## config.mk

```make
export PLATFORM = sky130hd
export DESIGN_NAME = nios2_oci_itrace_dct_packer_flat
export DESIGN_NICKNAME = d
export VERILOG_FILES = /design/src/rtl/nios2_oci_itrace_dct_packer_pkg.sv /design/src/rtl/nios2_oci_itrace_dct_packer_if.sv /design/src/rtl/nios2_oci_itrace_dct_packer_skid_reg.sv /design/src/rtl/nios2_oci_itrace_dct_packer.sv /design/src/flat_wrapper.sv
export SDC_FILE = /design/constraint.sdc
export NUM_CORES = 1
export LEC_CHECK = 0
export CAP_MARGIN = 10
export CORE_UTILIZATION = 40
export DETAILED_ROUTE_END_ITERATION = 16
export PLACE_DENSITY = 0.67
export SYNTH_ARGS = -nofsm -noshare
export SYNTH_HDL_FRONTEND = slang
export SYNTH_HIERARCHICAL = 1
export SYNTH_SLANG_ARGS = --single-unit
```

## constraint.sdc

```tcl
create_clock -name clk -period 3.1 [get_ports clk]
set_input_delay 0.62 -clock clk [delete_from_list [all_inputs] [get_ports clk]]
set_output_delay 0.62 -clock clk [all_outputs]
set_load 0.05 [all_outputs]
```

## src/rtl/nios2_oci_itrace_dct_packer_pkg.sv

```systemverilog
// Shared trace definitions: frame types, DCT code values, packer FSM states
// and default geometry for the OCI instruction/data trace packers.
package nios2_oci_trace_pkg;

    localparam int DEF_DCT_SLOTS = 15;
    localparam int DEF_FRM_W     = 2 + 4 + 2 * DEF_DCT_SLOTS;

    localparam logic [1:0] FRM_TYPE_FULL  = 2'b01;
    localparam logic [1:0] FRM_TYPE_FLUSH = 2'b10;

    localparam logic [1:0] DCT_RSVD      = 2'b00;
    localparam logic [1:0] DCT_TAKEN     = 2'b01;
    localparam logic [1:0] DCT_NOT_TAKEN = 2'b10;
    localparam logic [1:0] DCT_ERET      = 2'b11;

    typedef enum logic [1:0] {
        EMPTY,
        ACCUM,
        STALL
    } pack_state_t;

endpackage

```

## src/rtl/nios2_oci_itrace_dct_packer_if.sv

```systemverilog
// DCT code input handshake plus trace frame output handshake of the packer.
interface nios2_oci_itrace_dct_packer_if #(
    parameter int FRM_W = nios2_oci_trace_pkg::DEF_FRM_W
);
    logic             dct_valid;
    logic [1:0]       dct_code;
    logic             flush;
    logic             dct_ready;
    logic             frm_valid;
    logic             frm_ready;
    logic [FRM_W-1:0] frm_data;

    modport master (
        output dct_valid, dct_code, flush, frm_ready,
        input  dct_ready, frm_valid, frm_data
    );

    modport slave (
        input  dct_valid, dct_code, flush, frm_ready,
        output dct_ready, frm_valid, frm_data
    );
endinterface

```

## src/rtl/nios2_oci_itrace_dct_packer_skid_reg.sv

```systemverilog
// One-entry valid/ready output register shared by the itrace and dtrace paths.
module nios2_oci_trace_skid_reg #(
    parameter int W = nios2_oci_trace_pkg::DEF_FRM_W
) (
    input  logic         clk,
    input  logic         rst_n,
    input  logic         load,
    input  logic [W-1:0] load_data,
    output logic         can_load,
    output logic         out_valid,
    input  logic         out_ready,
    output logic [W-1:0] out_data
);

    assign can_load = !out_valid || out_ready;

    // Data only changes on a load, so it stays put while the consumer stalls.
    always_ff @(posedge clk or negedge rst_n) begin
        if (!rst_n) begin
            out_valid <= 1'b0;
            out_data  <= '0;
        end else if (load && can_load) begin
            out_valid <= 1'b1;
            out_data  <= load_data;
        end else if (out_ready) begin
            out_valid <= 1'b0;
        end
    end

endmodule

```

## src/rtl/nios2_oci_itrace_dct_packer.sv

```systemverilog
// Packs 2-bit DCT codes into a shift buffer and emits full or flushed
// trace frames through a one-entry output register.
module nios2_oci_itrace_dct_packer
    import nios2_oci_trace_pkg::*;
#(
    parameter int DCT_SLOTS = nios2_oci_trace_pkg::DEF_DCT_SLOTS,
    parameter int FRM_W     = nios2_oci_trace_pkg::DEF_FRM_W
) (
    input  logic                   clk,
    input  logic                   jrst_n,
    input  logic                   trc_on,
    nios2_oci_itrace_dct_packer_if.slave bus,
    output logic [2*DCT_SLOTS-1:0] dct_buffer,
    output logic [3:0]             dct_count
);

    localparam int         BUF_W    = 2 * DCT_SLOTS;
    localparam logic [3:0] FULL_CNT = 4'(DCT_SLOTS);

    pack_state_t      state_q, state_d;
    logic [BUF_W-1:0] shift_q, shift_d, post_shift;
    logic [3:0]       cnt_q, cnt_d, post_cnt;
    logic [1:0]       pend_type_q, pend_type_d, emit_type;
    logic             ins, full_emit, flush_emit;
    logic             load, can_load;
    logic [FRM_W-1:0] load_data;

    assign bus.dct_ready = (state_q != STALL);
    assign dct_buffer    = shift_q;
    assign dct_count     = cnt_q;

    // A simultaneous code and flush is inserted first, so the flush sees it.
    always_comb begin
        ins        = bus.dct_valid && bus.dct_ready && trc_on && (bus.dct_code != DCT_RSVD);
        post_shift = ins ? {bus.dct_code, shift_q[BUF_W-1:2]} : shift_q;
        post_cnt   = cnt_q + 4'(ins);
        full_emit  = ins && (post_cnt == FULL_CNT);
        flush_emit = bus.flush && bus.dct_ready && trc_on && (post_cnt != 4'd0) && !full_emit;
        emit_type  = full_emit ? FRM_TYPE_FULL : FRM_TYPE_FLUSH;
    end

    always_comb begin
        state_d     = state_q;
        shift_d     = post_shift;
        cnt_d       = post_cnt;
        pend_type_d = pend_type_q;
        load        = 1'b0;
        load_data   = {emit_type, post_cnt, post_shift};
        case (state_q)
            STALL: begin
                shift_d   = shift_q;
                cnt_d     = cnt_q;
                load_data = {pend_type_q, cnt_q, shift_q};
                if (!trc_on) begin
                    shift_d = '0;
                    cnt_d   = '0;
                    state_d = EMPTY;
                end else if (can_load) begin
                    load    = 1'b1;
                    shift_d = '0;
                    cnt_d   = '0;
                    state_d = EMPTY;
                end
            end
            default: begin
                if (!trc_on) begin
                    shift_d = '0;
                    cnt_d   = '0;
                    state_d = EMPTY;
                end else if (full_emit || flush_emit) begin
                    if (can_load) begin
                        load    = 1'b1;
                        shift_d = '0;
                        cnt_d   = '0;
                        state_d = EMPTY;
                    end else begin
                        pend_type_d = emit_type;
                        state_d     = STALL;
                    end
                end else begin
                    state_d = (post_cnt != 4'd0) ? ACCUM : EMPTY;
                end
            end
        endcase
    end

    always_ff @(posedge clk or negedge jrst_n) begin
        if (!jrst_n) begin
            state_q     <= EMPTY;
            shift_q     <= '0;
            cnt_q       <= '0;
            pend_type_q <= FRM_TYPE_FULL;
        end else begin
            state_q     <= state_d;
            shift_q     <= shift_d;
            cnt_q       <= cnt_d;
            pend_type_q <= pend_type_d;
        end
    end

    nios2_oci_trace_skid_reg #(
        .W (FRM_W)
    ) u_skid (
        .clk       (clk),
        .rst_n     (jrst_n),
        .load      (load),
        .load_data (load_data),
        .can_load  (can_load),
        .out_valid (bus.frm_valid),
        .out_ready (bus.frm_ready),
        .out_data  (bus.frm_data)
    );

endmodule

```

## src/flat_wrapper.sv

```systemverilog
// flat-port wrapper written by rule: the top's interface ports become plain ports
module nios2_oci_itrace_dct_packer_flat import nios2_oci_trace_pkg::*;
#(
    parameter int DCT_SLOTS = nios2_oci_trace_pkg::DEF_DCT_SLOTS,
    parameter int FRM_W     = nios2_oci_trace_pkg::DEF_FRM_W
)
  (clk, jrst_n, trc_on, dct_buffer, dct_count, bus_dct_valid, bus_dct_code, bus_flush, bus_frm_ready, bus_dct_ready, bus_frm_valid, bus_frm_data);
  nios2_oci_itrace_dct_packer_if #(.FRM_W(FRM_W)) bus_i ();
  input  logic clk;
  input  logic jrst_n;
  input  logic trc_on;
  output logic [2*DCT_SLOTS-1:0] dct_buffer;
  output logic [3:0] dct_count;
  input wire logic [$bits(bus_i.dct_valid)-1:0] bus_dct_valid;
  input wire logic [$bits(bus_i.dct_code)-1:0] bus_dct_code;
  input wire logic [$bits(bus_i.flush)-1:0] bus_flush;
  input wire logic [$bits(bus_i.frm_ready)-1:0] bus_frm_ready;
  output wire logic [$bits(bus_i.dct_ready)-1:0] bus_dct_ready;
  output wire logic [$bits(bus_i.frm_valid)-1:0] bus_frm_valid;
  output wire logic [$bits(bus_i.frm_data)-1:0] bus_frm_data;
  assign bus_i.dct_valid = bus_dct_valid;
  assign bus_i.dct_code = bus_dct_code;
  assign bus_i.flush = bus_flush;
  assign bus_i.frm_ready = bus_frm_ready;
  assign bus_dct_ready = bus_i.dct_ready;
  assign bus_frm_valid = bus_i.frm_valid;
  assign bus_frm_data = bus_i.frm_data;
  nios2_oci_itrace_dct_packer #(.DCT_SLOTS(DCT_SLOTS), .FRM_W(FRM_W)) u_core (.clk(clk), .jrst_n(jrst_n), .trc_on(trc_on), .bus(bus_i), .dct_buffer(dct_buffer), .dct_count(dct_count));
endmodule
```

After elaboration in Yosys (flattened, before gate mapping)
Index checks and enable logic that the tools add are counted.
{"block": "classes", "bitwise": 2, "n_addsub": 1, "n_eq_ne": 4, "mux": 29, "reduce_logical": 17}
{"op": "30-bit 2-to-1 mux", "n": 7}
{"op": "36-bit 2-to-1 mux", "n": 1}
{"op": "4-bit 2-to-1 mux", "n": 6}
{"op": "2-bit 2-to-1 mux", "n": 7}
{"op": "1-bit logical AND", "n": 9}
{"op": "1-bit 2-to-1 mux", "n": 8}
{"op": "4-bit by 1-bit adder with 4-bit output", "n": 1}
{"op": "4-bit equality test (second input constant)", "n": 1}
{"op": "4-bit AND reduction", "n": 1}
{"op": "2-bit nonzero test", "n": 2}
{"op": "4-bit nonzero test", "n": 1}
{"op": "3-bit != test (second input constant)", "n": 1}
{"op": "2-bit equality test (second input constant)", "n": 1}
{"op": "1-bit zero test", "n": 2}
{"op": "1-bit logical OR", "n": 2}
{"op": "2-bit != test (second input constant)", "n": 1}
{"op": "1-bit NOT", "n": 2}
{"block": "totals", "reg_bits": 75, "elab_cells": 59, "out_inout_bits": 72, "inputBits": 8}

Depth between registers and ports, before layout
Gate-level depths: netlist of the first run.
{"block": "logic_depth", "depth_word": 15, "ltp_mapped": 16, "depth_no_buf": 13}

By module
The synthesis of the first run kept the hierarchy.
{"module": "nios2_oci_itrace_dct_packer", "cells_each": 279, "area_per_inst_um2": 2363.5, "instances": 1}
{"module": "nios2_oci_trace_skid_reg", "cells_each": 79, "area_per_inst_um2": 1508.9, "instances": 1}

Worst setup path after synthesis of the first run
Ideal clock, no wire load.
{"block": "synth_timing", "kind": "in2reg", "start": "in bus_dct_code[1]", "end": "reg u_core.u_skid.out_data[10]", "required_time_ns": 2.975, "setup_time_ns": 0.125, "arrival_ns": 3.201, "stages": 15, "path_slack_ns": -0.226, "cell_sequence": "o211ai_2 -> nand2b_1 -> inv_2 -> buf_4 -> ha_1 -> ha_1 -> xor2_1 -> and3_2 -> nand3_4 -> buf_6 -> and3_1 -> nor2_1 -> nand2_4 -> buf_6 -> mux2_4"}
{"block": "synth_between", "elab_chain_len": 12, "word_cells_on_any_way": 16}
{"item": "start: declaration", "line": "flat_wrapper.sv:15", "source": "input wire logic [$bits(bus_i.dct_code)-1:0] bus_dct_code;"}
{"item": "2-bit nonzero test *", "line": "nios2_oci_itrace_dct_packer.sv:34", "source": "ins = bus.dct_valid && bus.dct_ready && trc_on && (bus.dct_code != DCT_RSVD);"}
{"item": "1-bit logical AND *", "line": "nios2_oci_itrace_dct_packer.sv:34"}
{"item": "4-bit by 1-bit adder with 4-bit output", "line": "nios2_oci_itrace_dct_packer.sv:36", "source": "post_cnt = cnt_q + 4'(ins);"}
{"item": "4-bit equality test", "line": "nios2_oci_itrace_dct_packer.sv:37", "source": "full_emit = ins && (post_cnt == FULL_CNT);"}
{"item": "1-bit logical AND", "line": "nios2_oci_itrace_dct_packer.sv:37"}
{"item": "1-bit zero test", "line": "nios2_oci_itrace_dct_packer.sv:38", "source": "flush_emit = bus.flush && bus.dct_ready && trc_on && (post_cnt != 4'd0) && !full_emit;"}
{"item": "1-bit logical AND", "line": "nios2_oci_itrace_dct_packer.sv:38"}
{"item": "1-bit logical OR *", "line": "nios2_oci_itrace_dct_packer.sv:70", "source": "end else if (full_emit || flush_emit) begin"}
{"item": "1-bit 2-to-1 mux *", "line": "nios2_oci_itrace_dct_packer.sv:70"}
{"item": "1-bit 2-to-1 mux *", "line": "nios2_oci_itrace_dct_packer.sv:66", "source": "if (!trc_on) begin"}
{"item": "1-bit 2-to-1 mux *", "line": "nios2_oci_itrace_dct_packer.sv:49", "source": "case (state_q)"}
{"item": "named net u_core.load", "line": "nios2_oci_itrace_dct_packer.sv:25", "source": "logic load, can_load;"}
{"item": "1-bit logical AND *", "line": "nios2_oci_itrace_dct_packer_skid_reg.sv:22", "source": "end else if (load && can_load) begin"}
{"item": "end signal: assignment", "line": "nios2_oci_itrace_dct_packer_skid_reg.sv:24", "source": "out_data <= load_data;"}
{"item": "end: declaration", "line": "nios2_oci_itrace_dct_packer_skid_reg.sv:12", "source": "output logic [W-1:0] out_data"}
The timed path passes the listed nets; every way through them passes the cells marked *.
A chain may end at the register's enable or synchronous reset.

Final worst setup path of the first run
{"block": "layout_timing", "start": "in bus_dct_valid", "end": "reg u_core.u_skid.out_data[29]"}
{"block": "layout_between", "elab_chain_len": 13, "word_cells_on_any_way": 17}
{"item": "start: declaration", "line": "flat_wrapper.sv:14", "source": "input wire logic [$bits(bus_i.dct_valid)-1:0] bus_dct_valid;"}
{"item": "1-bit logical AND * (3 in a row)", "line": "nios2_oci_itrace_dct_packer.sv:34"}
{"item": "4-bit by 1-bit adder with 4-bit output", "line": "nios2_oci_itrace_dct_packer.sv:36"}
{"item": "4-bit equality test", "line": "nios2_oci_itrace_dct_packer.sv:37"}
{"item": "1-bit logical AND", "line": "nios2_oci_itrace_dct_packer.sv:37"}
{"item": "1-bit zero test", "line": "nios2_oci_itrace_dct_packer.sv:38"}
{"item": "1-bit logical AND", "line": "nios2_oci_itrace_dct_packer.sv:38"}
{"item": "1-bit logical OR *", "line": "nios2_oci_itrace_dct_packer.sv:70"}
{"item": "1-bit 2-to-1 mux *", "line": "nios2_oci_itrace_dct_packer.sv:70"}
{"item": "1-bit 2-to-1 mux *", "line": "nios2_oci_itrace_dct_packer.sv:66"}
{"item": "1-bit 2-to-1 mux *", "line": "nios2_oci_itrace_dct_packer.sv:49"}
{"item": "named net u_core.load", "line": "nios2_oci_itrace_dct_packer.sv:25"}
{"item": "1-bit logical AND *", "line": "nios2_oci_itrace_dct_packer_skid_reg.sv:22"}
Marked as above.

==> results of run 1 <==
==> area by class of cell <==
type,instances,area [sq um]
Fill cell,794,4200
Tap cell,129,161
Timing Repair Buffer,102,1030
Inverter,3,11.3
Clock buffer,10,128
Clock inverter,6,41.3
Sequential cell,75,1880
Multi-Input combinational cell,255,1880
==> worst max-delay path, cell delays in order <==
cell and delay, ns:
clkdlybuf4s50_1 0.50, o211ai_4 0.09, nand2b_4 0.16, inv_2 0.07, ha_2 0.21, buf_4 0.12
nand3_1 0.15, xnor2_2 0.25, nand3_4 0.09, and3_4 0.18, nor2_2 0.14, nand2_4 0.13
clkbuf_16 0.20, mux2_4 0.31
==> metal layers <==
metal / part of all wire, % / up-vias
li1: - / 1435
met1: 44 / 1544
met2: 51 / 105
met3: 4.3 / 7
met4: 0.62 / 0
met5: 0 / -
==> kinds of logic after synthesis <==
| family | synth area share, % |
|---|---|
| AOI/OAI and AO/OA | 13.3 |
| xor gates and xnor gates | 1.55 |
| adders and majority gates | 0.969 |
| buffers and inverters | 4.26 |
| DFF | 48.5 |
| muxes | 13.6 |
| and+or+nand+nor | 17.7 |
==> per-stage QoR <==
step                TNS, ns  cells  setup slack, ns  hold WS, ns  total power, W
floorplan                 0    358          0.00193        0.324         0.00124
global placement      -7.28    562           -0.209        0.475         0.00136
detailed placement   -10.31    562           -0.287        0.487         0.00136
CTS                       0    578           0.0806        0.451         0.00203
global route              0    580           0.0245        0.486         0.00210
finish                    0    580            0.112        0.416         0.00202
==> cell usage in the layout (no fill, tap or decap), types with 2 or more instances in the layout <==
cell type,Yosys,routed
mux2_2,6,6
mux2_4,30,30
a21oi_2,8,8
ha_2,0,2
dlymetal6s2s_1,0,3
xor2_1,2,2
inv_2,2,2
dfrtp_1,74,74
a32o_1,22,22
clkinvlp_4,0,3
buf_4,3,20
nand4_1,2,2
buf_12,0,2
clkdlybuf4s50_1,0,75
nand3_1,23,23
clkbuf_8,0,9
clkbuf_16,0,2
o21ai_1,2,2
nand2b_1,3,2
clkinv_2,0,2
and3_4,1,3
nand2b_4,1,2
xnor2_1,3,3
nor2b_2,1,2
nand2_1,98,98
nor2_1,5,4
a21oi_1,22,22
==> power breakdown <==
| part | switching [W] | internal, W |
|---|---|---|
| Sequential | 0.0000226 | 0.00101 |
| Clock | 0.000373 | 0.000291 |
| Combinational | 0.000208 | 0.000116 |
| Total | 0.000603 | 0.00141 |
==> timing repair <==
item	in CTS	in global routing
endpoints found under the setup margin	0	36
gates resized for setup	0	6
hold buffers	0	0
==> worst min path at each step <==
| stage | slack, ns | end | depth (start not counted) | from |
|---|---|---|---|---|
| final | 0.42 | u_core/u_skid/out_data[12]$_DFFE_PN0P_ | 1 | jrst_n |
| after detailed placement | 0.49 | u_core/pend_type_q[0]$_DFFE_PN1P_ | 2 | u_core/pend_type_q[0]$_DFFE_PN1P_ |
| after CTS | 0.45 | u_core/u_skid/out_data[12]$_DFFE_PN0P_ | 1 | jrst_n |
| after floorplan | 0.32 | u_core/dct_buffer[0]$_DFFE_PN0P_ | 0 | jrst_n |
| after global routing | 0.49 | u_core/u_skid/out_data[12]$_DFFE_PN0P_ | 1 | jrst_n |
| after global placement | 0.47 | u_core/pend_type_q[1]$_DFFE_PN0P_ | 1 | u_core/pend_type_q[1]$_DFFE_PN0P_ |
==> sequential cells by signal, indices dropped and copies added, names as in the netlist <==
name and flops:
u_core/u_skid/out_data 36, u_core/dct_buffer 30, u_core/dct_count 4, u_core/pend_type_q 2
u_core/state_q 2, u_core/u_skid/out_valid 1
==> impl_metrics.ini, run 1 <==
[run_status]
status = completed

[sta]
worst_slew_pin_slew_ns = 0.946
finalCritPeriodShare_pct = 96.4
slew-limit-headroom_pct = 36.9
fin_skew_ns = 0.0105
setup_viol = 0
grt_setup_unrepaired = no
finalCriticalPeriod_ns = 2.99
finalHoldViolations = 0
fmax_ghz = 0.335
maxSlewViolCount = 0

[clock_network]
clockRootBuffer = clkbuf_8
cts_tree = built
clock-sinks = 75
cts_made_buffers = 9
post_cts_buffers = 0
clkSlewWorstSetupHoldPaths_ns = 0.08
clk_latency_ns = 0.34
cts_buffer_depth = 2
htree_levels = 3

[critical_path]
reg2reg_to = u_core/u_skid/out_data[29]$_DFFE_PN0P_
critPathLaunchType = input pin
r2r_slack_ns = 0.45
endpoint_kind = register
arrival_ns = 3.22
crit_required_ns = 3.33
path_max_fanout = 9
critPathKind = in -> reg
worstSetupStartpoint = bus_dct_valid
r2r_cells = 14
timing.rr.start = u_core/state_q[0]$_DFFE_PN0P_
cp-endpoint = u_core/u_skid/out_data[29]$_DFFE_PN0P_

[synthesis]
yosysWarnings = 6
postSynthNetCount = 369
synth_area_leaders = dfrtp_1 (48%), mux2_4 (12%), nand2_1 (9.5%)
async_flop_share_pct = 100
synth_cells = 358
synth_top_area_share_pct = 47.8
yosysSeqAreaShare_pct = 48.5
avgSynthCellArea_sq_um = 10.8
synth-main-ff-cell = dfrtp_1
syn-cell-area_sq_mm = 0.00387
synth_edf_count = 0
synthMostInstantiatedCell = nand2_1
yosysTopAreaCell = dfrtp_1
synth_common_cells = nand2_1 (98), dfrtp_1 (74), mux2_4 (30), nand3_1 (23)
synth.ff_latch_count = 75
synth_cell_types = 49

[grt]
grt_pass1_wl_microns = 15700
use_met1_pct = 27.5
grt_pass1_vias = 3101
grt_use_met3_pct = 4.25
top_usage_layer = met2
grt-ovfl-total = 0
grt_usage_pct = 20.2
use_met2_pct = 33.6
grt_antenna_before_repair = 0
grt_max_degree = 76

[placed_design]
place_area_sq_mm = 0.00489
dp_hpwl_microns = 6300
place_congestion = 0.851
io_buffers = 79

[finish]
fin_util_pct = 55.0
drive_above_1_share_pct = 23.9
nets = 457
fin_area_sq_mm = 0.00513
area_delta_synth_final_pct = 32.5
antenna_cells = 0

[power]
leakage_nw = 2.40
p_per_area_mw_per_mm2 = 393
vdd_ir_drop_max_uv = 309

[floorplan]
dieWidth_microns = 100
ios = 80
start_util_pct = 41.5
row_count = 35
die_h_microns = 100
die_area_sq_mm = 0.0101
core_area_sq_mm = 0.00933

[route]
via_per_inst = 5.33
drc_errors = 0
drt_wl_total_microns = 9700
via_count = 3091
drtPass1Iterations = 4
wl_per_cell_microns = 16.7
drt-initial-drc-count = 160
ant_nets = 0

[run]
max_cap_viol_count = 0

[worst_hold_path]
hold_path_class = in -> async
Power figures use the tool's default switching activity.
==> inputs of run 2 (changes only) <==
--- a/config.mk
+++ b/config.mk
@@ -6,10 +6,9 @@
 export NUM_CORES = 1
 export LEC_CHECK = 0
 export CAP_MARGIN = 10
-export CORE_UTILIZATION = 40
+export CORE_UTILIZATION = 35
 export DETAILED_ROUTE_END_ITERATION = 16
-export PLACE_DENSITY = 0.67
+export SKIP_LAST_GASP = 1
 export SYNTH_ARGS = -nofsm -noshare
 export SYNTH_HDL_FRONTEND = slang
-export SYNTH_HIERARCHICAL = 1
 export SYNTH_SLANG_ARGS = --single-unit
==> run 2 against run 1 <==
  * Register-to-register slack got worse by 0.25 ns
  * Clock-buffer cell count decreased by 1
  * Critical path depth increased by 2
  * Global-route usage decreased by 2.2 points
  * Setup slack improved by 0.042 ns
  * Non-clock buffer count increased by 12
  * Via count decreased by 13%
  * Worst hold slack improved by 0.0040 ns
  * Highest routed layer unchanged
==> impl_metrics.ini, run 2 <==
[run_status]
status = completed

[clock_network]
cts_made_buffers = 9
cts_buffer_depth = 2
htree_levels = 3
clk_latency_ns = 0.35
clock-sinks = 75
cts_tree = built
clockRootBuffer = clkbuf_8
clkSlewWorstSetupHoldPaths_ns = 0.08

[sta]
setup_viol = 0
fmax_ghz = 0.339
finalCriticalPeriod_ns = 2.95
finalHoldViolations = 0
tns_ns = 0
maxSlewViolCount = 0
grt_setup_unrepaired = no
finalCritPeriodShare_pct = 95.0
slew-limit-headroom_pct = 36.2
hold_ws_ns = 0.420
worst_slew_pin_slew_ns = 0.958
fin_skew_ns = 0.00845

[critical_path]
cp_slowest_stage_delay_ns = 0.41
path_max_fanout = 6
critPathTopFamily = simple AND/OR/NAND/NOR gates
r2r_slack_ns = 0.20
cp_slowest_cell = or3b_4
critPathKind = in -> reg
endpoint_kind = register
timing.rr.start = u_core.state_q[1]$_DFFE_PN0P_
crit_required_ns = 3.34
crit_path_frequent_cell = buf_4
path_cells = dlygate4sd2_1 > o21ai_2 > or3b_4 > inv_8 > buf_4 > ha_4 > buf_4 > or3_1 > a21oi_1 > or3_4 > nor3_4 > buf_6 > buf_4 > nor3_4 > buf_6 > a22o_1
arrival_ns = 3.19
critPathBufInv = 7
critPathLaunchType = input pin
reg2reg_to = u_core.dct_buffer[17]$_DFFE_PN0P_
r2r_cells = 15

[power]
intPower_w = 0.00142
swShare_pct = 30.3
power_w = 0.00204
p_sw_w = 0.000618
p_seq_share_pct = 49.9
vdd_ir_drop_max_uv = 216
combPwrFrac_pct = 15.8
leakage_nw = 2.22
p_per_area_mw_per_mm2 = 423
p_clk_share_pct = 34.4

[synthesis]
synthAdderAreaFrac_pct = 1.12
synth_edf_count = 0
yosys.area_share.xor_xnor_pct = 1.56
synth_common_cells = dfrtp_1 (74), nand2_1 (42), a22o_1 (33), o21ai_0 (32), mux2i_1 (31)
postSynthNetCount = 308
async_flop_share_pct = 100
synth_cell_types = 41
syn-cell-area_sq_mm = 0.00336
synth-main-ff-cell = dfrtp_1
synth_area_leaders = dfrtp_1 (55%), mux2i_1 (9.2%), a22o_1 (8.6%)
synth_top_family_by_area = compound AO/OA/AOI/OAI gates
synth_top_area_share_pct = 55.1
synth_compound_area_share_pct = 17.0
synthMuxAreaShare_pct = 9.24
synth.ff_latch_count = 75
avgSynthCellArea_sq_um = 11.3
yosysTopAreaCell = dfrtp_1
synthMostInstantiatedCell = dfrtp_1
yosysWarnings = 0
synth_cells = 297
yosysSeqAreaShare_pct = 55.9
synthSimpleGateAreaFrac_pct = 11.0

[finish]
largest_register = u_core.u_skid.out_data
drive_above_1_share_pct = 18.1
final_cells = 537
nets = 414
antenna_cells = 0
mostFrequentLayoutCells = clkdlybuf4s50_1 (74), dfrtp_1 (74), nand2_1 (42), a22o_1 (33), mux2i_1 (31)
largest_register_ff_count = 36
area_delta_synth_final_pct = 43.4
fin_area_sq_mm = 0.00482

[floorplan]
die_h_microns = 100
row_count = 35
dieWidth_microns = 100
core_area_sq_mm = 0.00928
ios = 80
die_area_sq_mm = 0.00999
start_util_pct = 36.2

[grt]
grt_usage_pct = 18.0
grt_antenna_before_repair = 0
grt_pass1_vias = 2709
grt_max_degree = 76
grt_pass1_wl_microns = 14000
grt-ovfl-total = 0

[route]
drt_wl_total_microns = 8300
drc_errors = 0
via_count = 2703
ant_nets = 0
drt-initial-drc-count = 124
via_per_inst = 5.03
drtPass1Iterations = 4
wl_per_cell_microns = 15.5

[placed_design]
dpl.cell_count = 509
place_congestion = 0.819
io_buffers = 79
place_area_sq_mm = 0.00447
dp_hpwl_microns = 5220

[worst_hold_path]
hold_path_class = in -> async

[run]
max_cap_viol_count = 0
[run 2: per-layer routing]
metal / global-route usage, % / vias up / wire length [microns]
met1: 24.6 / 1330 / 3970
met5: 0 / - / 0
met4: 4.41 / 0 / 104
li1: - / 1281 / -
met2: 28.3 / 80 / 3870
met3: 5.22 / 12 / 359
[run 2: power groups by stage]
stage                     clock [W]  combinational (W)  sequential [W]
after floorplan                   0           0.000111         0.00111
after global placement            0           0.000301         0.00104
after detailed placement          0           0.000302         0.00104
after CTS                  0.000729           0.000325         0.00102
after global routing       0.000772           0.000345         0.00102
final                      0.000701           0.000322         0.00102
[run 2: metrics by stage]
| stage | util, % | setup WS (ns) |
|---|---|---|
| CTS | 51.9 | 0.0548 |
| floorplan | - | -0.0319 |
| detailed placement | 48.2 | -1.15 |
| global route | 51.9 | 0.0481 |
| finish | 51.9 | 0.154 |
| global placement | 48.2 | -1.06 |
[run 2: how the worst max path moves through the flow]
stage | depth (start not counted) | end | slack, ns | start
after global placement | 11 | u_core.dct_buffer[19]$_DFFE_PN0P_ | -1.06 | bus_dct_code[1]
after detailed placement | 11 | u_core.dct_buffer[6]$_DFFE_PN0P_ | -1.15 | bus_dct_code[1]
after CTS | 16 | u_core.dct_buffer[0]$_DFFE_PN0P_ | 0.05 | bus_dct_code[1]
after floorplan | 14 | u_core.u_skid.out_data[30]$_DFFE_PN0P_ | -0.03 | bus_dct_code[1]
after global routing | 16 | u_core.dct_buffer[23]$_DFFE_PN0P_ | 0.05 | bus_dct_code[0]
final | 16 | u_core.dct_buffer[17]$_DFFE_PN0P_ | 0.15 | bus_dct_code[0]
[run 2: cells by family (layout without fill, tap and decap cells)]
logic type | count (synthesis) | count (layout)
XOR/XNOR | 6 | 6
buffers and inverters | 26 | 136
AO/OA/AOI/OAI | 84 | 84
AND/OR/NAND/NOR | 72 | 73
flip-flops | 75 | 75
adder cells (fa/ha/maj) | 3 | 3
multiplexers | 31 | 31
[run 2: cell type report]
class / count / area (sq um)
clock buffers: 9 / 124
clock inverters: 7 / 57.6
fillers: 875 / 4470
inverters: 6 / 30.0
multi-input cells: 197 / 1450
flip-flops and latches: 75 / 1880
well taps: 129 / 161
repair buffers: 114 / 1110
[run 2: repair_timing]
action                                  CTS  global route
gates resized for setup                  15             2
buffers inserted                         12             0
hold buffers                              0             0
hold endpoints to repair                  0             0
pin swaps                                 8             1
gates cloned                              2             0
endpoints found under the setup margin   69            15
==> inputs of run 3 (changes only) <==
--- a/config.mk
+++ b/config.mk
@@ -8,7 +8,6 @@
 export CAP_MARGIN = 10
 export CORE_UTILIZATION = 35
 export DETAILED_ROUTE_END_ITERATION = 16
-export SKIP_LAST_GASP = 1
 export SYNTH_ARGS = -nofsm -noshare
 export SYNTH_HDL_FRONTEND = slang
 export SYNTH_SLANG_ARGS = --single-unit
==> results of run 3 <==
Same layout as run 2: the final DEF is identical, and so are final timing and power.
